<file path="src/rtl/tbl_ram_pkg.sv">
// Shared constants and helpers for the table-RAM arbiter and the stage arbiters
// that reuse its round-robin core.
package tbl_ram_pkg;

  localparam int DEF_ADDR_BITS = 5;
  localparam int DEF_DATA_BITS = 38;
  localparam int MAX_NUM_REQ   = 8;
  localparam int RD_LAT_MIN    = 1;
  localparam int RD_LAT_MAX    = 3;

  // Response tags are one-hot, one bit per requester.
  function automatic int tag_width(input int num_req);
    return num_req;
  endfunction

  function automatic int idx_width(input int n);
    return (n > 1) ? $clog2(n) : 1;
  endfunction

endpackage

</file>
<file path="src/rtl/rr_arb.sv">
// N-way round-robin grant with an external hold; the pointer only moves on a
// real grant, so a held candidate keeps its priority.
module rr_arb
  import tbl_ram_pkg::*;
#(
  parameter  int N     = 2,
  localparam int IDX_W = idx_width(N)
) (
  input  logic             clk,
  input  logic             rst,
  input  logic [N-1:0]     i_req,
  input  logic             i_hold,
  output logic             o_cand_valid,
  output logic [IDX_W-1:0] o_cand_idx,
  output logic [N-1:0]     o_grant
);

  logic [IDX_W-1:0] r_ptr;

  // NOTE: every always_comb output gets a default first so no path infers a latch.
  always_comb begin
    o_cand_valid = 1'b0;
    o_cand_idx   = '0;
    // Search from the pointer up, then wrap to the indices below it.
    for (int k = 0; k < N; k++) begin
      if (!o_cand_valid && i_req[k] && (IDX_W'(k) >= r_ptr)) begin
        o_cand_valid = 1'b1;
        o_cand_idx   = IDX_W'(k);
      end
    end
    for (int k = 0; k < N; k++) begin
      if (!o_cand_valid && i_req[k] && (IDX_W'(k) < r_ptr)) begin
        o_cand_valid = 1'b1;
        o_cand_idx   = IDX_W'(k);
      end
    end
  end

  always_comb begin
    o_grant = '0;
    for (int k = 0; k < N; k++) begin
      o_grant[k] = o_cand_valid && !i_hold && (o_cand_idx == IDX_W'(k));
    end
  end

  // NOTE: sequential state is written with non-blocking assignments only.
  always_ff @(posedge clk) begin
    if (rst) begin
      r_ptr <= '0;
    end else if (|o_grant) begin
      r_ptr <= (o_cand_idx == IDX_W'(N - 1)) ? '0 : o_cand_idx + 1'b1;
    end
  end

endmodule

</file>
<file path="src/rtl/tbl_ram_arbiter.sv">
// Shares a simple dual-port table RAM between NUM_REQ round-robin readers and
// one never-stalling writer, stalling reads that hit a write from this or the
// previous cycle. Define TBL_RAM_ARB_STATS_EN to add saturating stat counters.
module tbl_ram_arbiter
  import tbl_ram_pkg::*;
#(
  parameter int ADDR_BITS = DEF_ADDR_BITS,
  parameter int DATA_BITS = DEF_DATA_BITS,
  parameter int NUM_REQ   = 2,
  parameter int RD_LAT    = 1
) (
  input  logic                         clk,
  input  logic                         rst,
  input  logic [NUM_REQ-1:0]           rd_req_valid,
  output logic [NUM_REQ-1:0]           rd_req_ready,
  input  logic [NUM_REQ*ADDR_BITS-1:0] rd_req_addr,
  output logic [NUM_REQ-1:0]           rd_rsp_valid,
  output logic [DATA_BITS-1:0]         rd_rsp_data,
  input  logic                         wr_valid,
  output logic                         wr_ready,
  input  logic [ADDR_BITS-1:0]         wr_addr,
  input  logic [DATA_BITS-1:0]         wr_data,
  output logic [ADDR_BITS-1:0]         ram_addra,
  output logic [DATA_BITS-1:0]         ram_dina,
  output logic                         ram_ena,
  output logic                         ram_wea,
  output logic [ADDR_BITS-1:0]         ram_addrb,
  output logic                         ram_enb,
  input  logic [DATA_BITS-1:0]         ram_doutb
`ifdef TBL_RAM_ARB_STATS_EN
  ,
  output logic [31:0]                  stat_rd_grants,
  output logic [31:0]                  stat_wr_count,
  output logic [31:0]                  stat_stall_cycles
`endif
);

  localparam int IDX_W = idx_width(NUM_REQ);
  localparam int TAG_W = tag_width(NUM_REQ);

  logic                 w_wr_acc;
  logic                 w_cand_valid;
  logic [IDX_W-1:0]     w_cand_idx;
  logic [ADDR_BITS-1:0] w_cand_addr;
  logic                 w_collide;
  logic                 w_hold;
  logic [NUM_REQ-1:0]   w_grant;

  logic                 r_lw_valid;
  logic [ADDR_BITS-1:0] r_lw_addr;
  logic [TAG_W-1:0]     r_tag [RD_LAT];

  assign w_wr_acc    = wr_valid & ~rst;
  assign w_cand_addr = rd_req_addr[int'(w_cand_idx) * ADDR_BITS +: ADDR_BITS];

  // A read must not overtake a write to the same entry still landing in the RAM.
  assign w_collide = w_cand_valid &&
                     ((w_wr_acc && (wr_addr == w_cand_addr)) ||
                      (r_lw_valid && (r_lw_addr == w_cand_addr)));
  assign w_hold    = rst | w_collide;

  rr_arb #(.N(NUM_REQ)) u_rr_arb (
    .clk          (clk),
    .rst          (rst),
    .i_req        (rd_req_valid),
    .i_hold       (w_hold),
    .o_cand_valid (w_cand_valid),
    .o_cand_idx   (w_cand_idx),
    .o_grant      (w_grant)
  );

  // NOTE: the tag pipeline is tiny and must be flushed so no stale response escapes reset.
  always_ff @(posedge clk) begin
    if (rst) begin
      r_lw_valid <= 1'b0;
      r_lw_addr  <= '0;
      for (int i = 0; i < RD_LAT; i++) r_tag[i] <= '0;
    end else begin
      r_lw_valid <= w_wr_acc;
      r_lw_addr  <= wr_addr;
      r_tag[0]   <= w_grant;
      for (int i = 1; i < RD_LAT; i++) r_tag[i] <= r_tag[i-1];
    end
  end

  assign rd_req_ready = w_grant;
  assign rd_rsp_valid = rst ? '0 : r_tag[RD_LAT-1];
  assign rd_rsp_data  = (|rd_rsp_valid) ? ram_doutb : '0;

  assign wr_ready  = ~rst;
  assign ram_ena   = w_wr_acc;
  assign ram_wea   = w_wr_acc;
  assign ram_addra = w_wr_acc ? wr_addr : '0;
  assign ram_dina  = w_wr_acc ? wr_data : '0;

  assign ram_enb   = |w_grant;
  assign ram_addrb = ram_enb ? w_cand_addr : '0;

`ifdef TBL_RAM_ARB_STATS_EN
  logic [31:0] r_stat_rd_grants;
  logic [31:0] r_stat_wr_count;
  logic [31:0] r_stat_stall_cycles;

  always_ff @(posedge clk) begin
    if (rst) begin
      r_stat_rd_grants    <= '0;
      r_stat_wr_count     <= '0;
      r_stat_stall_cycles <= '0;
    end else begin
      if (ram_enb && (r_stat_rd_grants != '1))
        r_stat_rd_grants <= r_stat_rd_grants + 32'd1;
      if (w_wr_acc && (r_stat_wr_count != '1))
        r_stat_wr_count <= r_stat_wr_count + 32'd1;
      if ((|rd_req_valid) && !ram_enb && (r_stat_stall_cycles != '1))
        r_stat_stall_cycles <= r_stat_stall_cycles + 32'd1;
    end
  end

  assign stat_rd_grants    = r_stat_rd_grants;
  assign stat_wr_count     = r_stat_wr_count;
  assign stat_stall_cycles = r_stat_stall_cycles;
`endif

endmodule

</file>
<file path="config.mk">
export PLATFORM = sky130hd
export DESIGN_NAME = tbl_ram_arbiter
export DESIGN_NICKNAME = d
export VERILOG_FILES = /design/src/rtl/tbl_ram_pkg.sv /design/src/rtl/rr_arb.sv /design/src/rtl/tbl_ram_arbiter.sv
export SDC_FILE = /design/constraint.sdc
export NUM_CORES = 1
export LEC_CHECK = 0
export CELL_PAD_IN_SITES_DETAIL_PLACEMENT = 0
export CELL_PAD_IN_SITES_GLOBAL_PLACEMENT = 1
export CORE_MARGIN = 2
export CORE_UTILIZATION = 14
export CTS_BUF_LIST = sky130_fd_sc_hd__clkbuf_4 sky130_fd_sc_hd__clkbuf_8 sky130_fd_sc_hd__clkbuf_16
export DETAILED_ROUTE_END_ITERATION = 16
export PLACE_DENSITY = 0.81
export SLEW_MARGIN = 25
export SYNTH_ARGS = -nofsm -noshare
export SYNTH_HDL_FRONTEND = slang
export SYNTH_SLANG_ARGS = --single-unit
</file>
<file path="constraint.sdc">
create_clock -name clk -period 2.4 [get_ports clk]
set_input_delay 0.48 -clock clk [delete_from_list [all_inputs] [get_ports clk]]
set_output_delay 0.48 -clock clk [all_outputs]
set_load 0.02 [all_outputs]
</file>
# After elaboration in Yosys (flattened, before gate mapping)
# Memories as Yosys holds them, arrays and structs flattened.
# Cells that the tools add are included.
# word_totals
elab_cells	56
in_bits	96
n_memories	1
reg_bits	7
out_inout_bits	94
mem_bits_rw	2
# memory_table
memory	depth	width	rd	rd_ports_with_merged_regs	write_ports	line_no	rtl
r_tag	1	2	1	0	1	tbl_ram_arbiter.sv:51	logic [TAG_W-1:0] r_tag [RD_LAT];
# classes
add_sub_neg	1
order_cmp	4
n_mul	1
n_bitwise	4
shift	1
muxes	18
n_eq_ne	2
n_reduce_logical	21
# ops
cell	n
$mux 38	2
$logic_and 1x1->1	13
$mux 1	12
$eq 5x5->1	2
$mux 5	2
$shiftx 10x5->5	1
$reduce_or 2->1	3
$logic_not 1->1	4
$mul 1x3->4 const B	1
$mux 2	2
$ge 1x1->1 const A	2
$lt 1x1->1 const A	2
$not 1->1	2
$add 1x1->1 const B	1
$and 1x1->1	1
$logic_or 1x1->1	1
$or 1x1->1	1

# Depth between registers and ports, before layout
# logic_depth
depth_word	27
depth_mapped	8
mapped_depth_nobuf	6

# Cells and area by module
# Synthesis repeated with hierarchy kept, for this count alone.
# hier_totals
hier_cells	151
hier_area_um2	1087.3
# by_module_without_submodules
module	n_inst	seq_area_each_um2	area_per_inst_um2	cells_each
tbl_ram_arbiter	1	160.2	1006.0	141
rr_arb	1	20.0	81.3	10

# Worst setup path before layout
# Ideal clock, no wire load.
# synth_path
path_kind	input-to-output
startpoint	input port rd_req_valid[0]
endpoint	output port ram_addrb[2]
arrival_time_ns	2.214
path_buffers	2
t_required_ns	1.920
path_stages	8
slack_ns	-0.294
cell_sequence	nand2b_1 buf_6 nand2_4 buf_8 mux2i_1 o22a_2 a2111oi_4 a21boi_1
# synth_via
elab_chain_cells	26
elab_cells_between_ends	33
cone_classes	mul (1); eq/ne (2); shift (1); mux (8); bitwise (2); reduce/logical (19)
# synth_lines
element	line_no	rtl
start: declaration	tbl_ram_arbiter.sv:14	input logic [NUM_REQ-1:0] rd_req_valid,
$logic_and 1x1->1	rr_arb.sv:26	if (!o_cand_valid && i_req[k] && (IDX_W'(k) >= r_ptr)) begin
$mux 1	rr_arb.sv:26	
$logic_not 1->1	rr_arb.sv:26	
$logic_and 1x1->1 (2 in a row)	rr_arb.sv:26	
$mux 1	rr_arb.sv:26	
$logic_not 1->1	rr_arb.sv:32	if (!o_cand_valid && i_req[k] && (IDX_W'(k) < r_ptr)) begin
$logic_and 1x1->1 (2 in a row)	rr_arb.sv:32	
$mux 1	rr_arb.sv:32	
[8 not listed]	-	
$logic_or 1x1->1	tbl_ram_arbiter.sv:58	((w_wr_acc && (wr_addr == w_cand_addr)) ||
$logic_and 1x1->1	tbl_ram_arbiter.sv:57	assign w_collide = w_cand_valid &&
$or 1x1->1	tbl_ram_arbiter.sv:60	assign w_hold = rst | w_collide;
$logic_not 1->1	rr_arb.sv:42	o_grant[k] = o_cand_valid && !i_hold && (o_cand_idx == IDX_W'(k));
$logic_and 1x1->1 (2 in a row)	rr_arb.sv:42	
$reduce_or 2->1 (*)	tbl_ram_arbiter.sv:96	assign ram_enb = |w_grant;
named net ram_enb	tbl_ram_arbiter.sv:28	output logic ram_enb,
$mux 5 (*)	tbl_ram_arbiter.sv:97	assign ram_addrb = ram_enb ? w_cand_addr : '0;
end: declaration	tbl_ram_arbiter.sv:27	output logic [ADDR_BITS-1:0] ram_addrb,
# The timed path passes the listed nets; every way through them passes the cells marked *.

# Final worst setup path
# layout_path
startpoint	input port rst
endpoint	output port ram_addrb[0]
# layout_via
elab_chain_cells	11
elab_cells_between_ends	12
cone_classes	mux (1); bitwise (3); reduce/logical (8)
# layout_lines
element	line_no	rtl
start: declaration	tbl_ram_arbiter.sv:13	input logic rst,
$not 1->1	tbl_ram_arbiter.sv:53	assign w_wr_acc = wr_valid & ~rst;
$and 1x1->1	tbl_ram_arbiter.sv:53	
$logic_and 1x1->1	tbl_ram_arbiter.sv:58	
$logic_or 1x1->1	tbl_ram_arbiter.sv:58	
$logic_and 1x1->1	tbl_ram_arbiter.sv:57	
$or 1x1->1 (*)	tbl_ram_arbiter.sv:60	
$logic_not 1->1 (*)	rr_arb.sv:42	
$logic_and 1x1->1 (*)	rr_arb.sv:42	
$logic_and 1x1->1	rr_arb.sv:42	
$reduce_or 2->1 (*)	tbl_ram_arbiter.sv:96	
$mux 5 (*)	tbl_ram_arbiter.sv:97	
# Mark *: on every way between the ends. The rest lies on a longest branch, timed or not.

==> flow_summary.ini <==
[outcome]
status = finished, violations left
violations = setup timing

[logic_synthesis]
synth-seq-cells = 9
synthTopCellsByArea = and2_1, nor2b_1, dfxtp_1, xnor2_1, clkbuf_1
async_flop_share = 0
yosysMostFrequentCell = and2_1
synth.avg_cell_area_um2 = 7.09
ys_types = 42
synth_top_area_frac = 0.221
yosys.area.top_type = and2_1
ys_warn_count = 0
synthesis.nets = 280
syn_inst = 184
synth_top_cells_by_count = and2_1, nor2b_1, clkbuf_1, dfxtp_1, nor2_1
synth_area_um2 = 1310
synth-edff-count = 0
synth_ff_type = dfxtp_1
yosysSeqAreaShare = 0.138

[clock_network]
cts_tree = built
cts.reportedPaths.clkPinSlew_ps = 50
cts_buffer_depth = 2
numCtsBuffers = 3
ctsHoldBuffers = 0
cts-root-buf = clkbuf_8
cts.sink_count = 9
htree_levels = 1
clk_latency_ps = 230

[setup_path]
worstPathArrival_ps = 2110
endpoint_kind = primary output
startpoint_type = input pin
critPathRequiredTime_ps = 1920
r2r_setup_slack_ps = 400
critPathMaxFanout = 4
worstSetupPathType = input pin to primary output
reg2reg_depth = 9

[route]
viasPerCell = 3.99
wl_met1_um = 2580
drt-total-wl_um = 7160
wl_per_cell_um = 13.9
drt_iter0_markers = 38
met3_length_um = 534
drc = 0
detail-route-antenna-nets = 0
wl_met2_um = 3970
detail_route.first_pass.iterations = 4
highest_layer = met4
vias = 2057

[timing]
setup_slack_ps = -186
maxSlewHeadroom = 0.818
slew_viol_final = 0
hold_viol_final = 0
worst_pin_slew_ps = 272
rsz0062_at_grt = true
period_minus_slack_ps = 2590
finalHoldWorstSlack_ps = 508
skew_ps = 0.466
finalSetupViolCount = 8
post-route-period-util = 1.08
finalSetupTns_ps = -1030
max_freq_ghz = 0.387

[hold_path]
whs_path_depth = 2
hp-class = input pin to register

[floorplan]
core-area_um2 = 9150
ioPinCount = 190
fp-row-count = 35
die_area_um2 = 10100
initial_core_util = 0.143
die-height_um = 101
die_w_um = 101

[pwr]
power_frac_clock = 0.194
report.power.total_uw = 989
comb_power_share = 0.639
seqPwrFrac = 0.167
ir_drop_mv = 0.173
power_density_nw_per_um2 = 268
switching_share = 0.340
p_leak_uw = 0.00171
switchingPower_uw = 336
p_int_uw = 653

[grt]
grt_usage = 0.131
grt_pass1_wl_um = 10400
grt_overflow = 0
grt_start_max_net_pins = 36
grt_pass1_vias = 2112
antenna_found_initial = 1

[layout]
area_growth_pct = 183
nets = 502
num_antenna_cells = 0
drive_gt1_frac = 0.240

[placement]
io_buffers = 189
dpl_worst_slack_ps = -1090
place_congestion = 0.849
dp_hpwl_um = 6120

[flow_run]
max_cap_viol_count = 0
[power by group through the flow]
stage          Combinational [uW]  Sequential (uW)  Clock, uW
2_1_floorplan                 252              166          0
3_3_place_gp                  636              168          0
3_5_place_dp                  637              168          0
4_1_cts                       636              165        196
5_1_grt                       674              166        206
6_report                      632              165        192
[layout make-up]
cell class	instances	area, um2
clock buffer	4	48.8
inverter	5	18.8
tap	111	139
fill	947	5460
sequential	9	181
multi-input combinational	156	1110
timing repair buffer	231	2190
[cells in the final DEF (no fill, tap or decap), types with 4 or more instances in the layout]
| master | Yosys | layout |
|---|---|---|
| dfxtp_1 | 9 | 8 |
| nand3_1 | 4 | 4 |
| xnor2_1 | 6 | 6 |
| nor2b_1 | 45 | 41 |
| and2_1 | 46 | 44 |
| buf_6 | 1 | 12 |
| buf_4 | 1 | 38 |
| buf_2 | 1 | 6 |
| nand2_1 | 7 | 7 |
| clkdlybuf4s50_1 | 0 | 124 |
| dlygate4sd2_1 | 0 | 36 |
| nor2_1 | 8 | 7 |
| clkdlybuf4s15_2 | 0 | 4 |
[layer usage]
layer | track usage | up-vias
met1 | 0.155 | 946
met4 | 0.0348 | 0
met5 | 0 | -
met3 | 0.0291 | 6
met2 | 0.237 | 76
li1 | - | 1029
[through the flow]
| stage | cell area [um2] | utilization | std cells |
|---|---|---|---|
| 6_report | 3700 | 0.404 | 516 |
| 5_1_grt | 3700 | 0.404 | 516 |
| 4_1_cts | 3680 | 0.402 | 514 |
| 3_5_place_dp | 3590 | 0.392 | 503 |
| 3_3_place_gp | 3590 | 0.392 | 503 |
| 2_1_floorplan | 1350 | - | 184 |
[final timing paths]
| check | endpoint | from |
|---|---|---|
| max | ram_addrb[0] | rst |
| min | r_lw_addr[3]$_SDFF_PP0_ | wr_addr[3] |
| max reg2reg | u_rr_arb.r_ptr$_SDFFE_PP0P_ | u_rr_arb.r_ptr$_SDFFE_PP0P_ |
| min reg2reg | u_rr_arb.r_ptr$_SDFFE_PP0P_ | u_rr_arb.r_ptr$_SDFFE_PP0P_ |
[cells by family after synthesis]
| logic type | Yosys count | synth area share |
|---|---|---|
| mux | 3 | 0.0230 |
| buf+inv | 19 | 0.0729 |
| simple gates | 124 | 0.566 |
| compound gates | 20 | 0.140 |
| flops | 9 | 0.138 |
| xor+xnor | 9 | 0.0604 |
[registers in the layout, indices dropped and copies added (netlist names)]
register,flops
r_lw_addr,5
r_tag,2
r_lw_valid,1
u_rr_arb.r_ptr,1
[worst max-delay path, stage by stage]
cell and delay (ps):
buf_8 100, nor2b_4 120, o21ai_1 80, or4_1 530
a21oi_2 220, a2111oi_4 100, buf_4 150, and2b_2 190
buf_6 130
[what timing repair did]
item,CTS,global route
resized for setup,161,8
pin swaps,10,6
hold endpoints to repair,0,0
buffers inserted,7,2
setup endpoints to repair,92,11
Note: power is estimated with default switching activity, not from simulation.
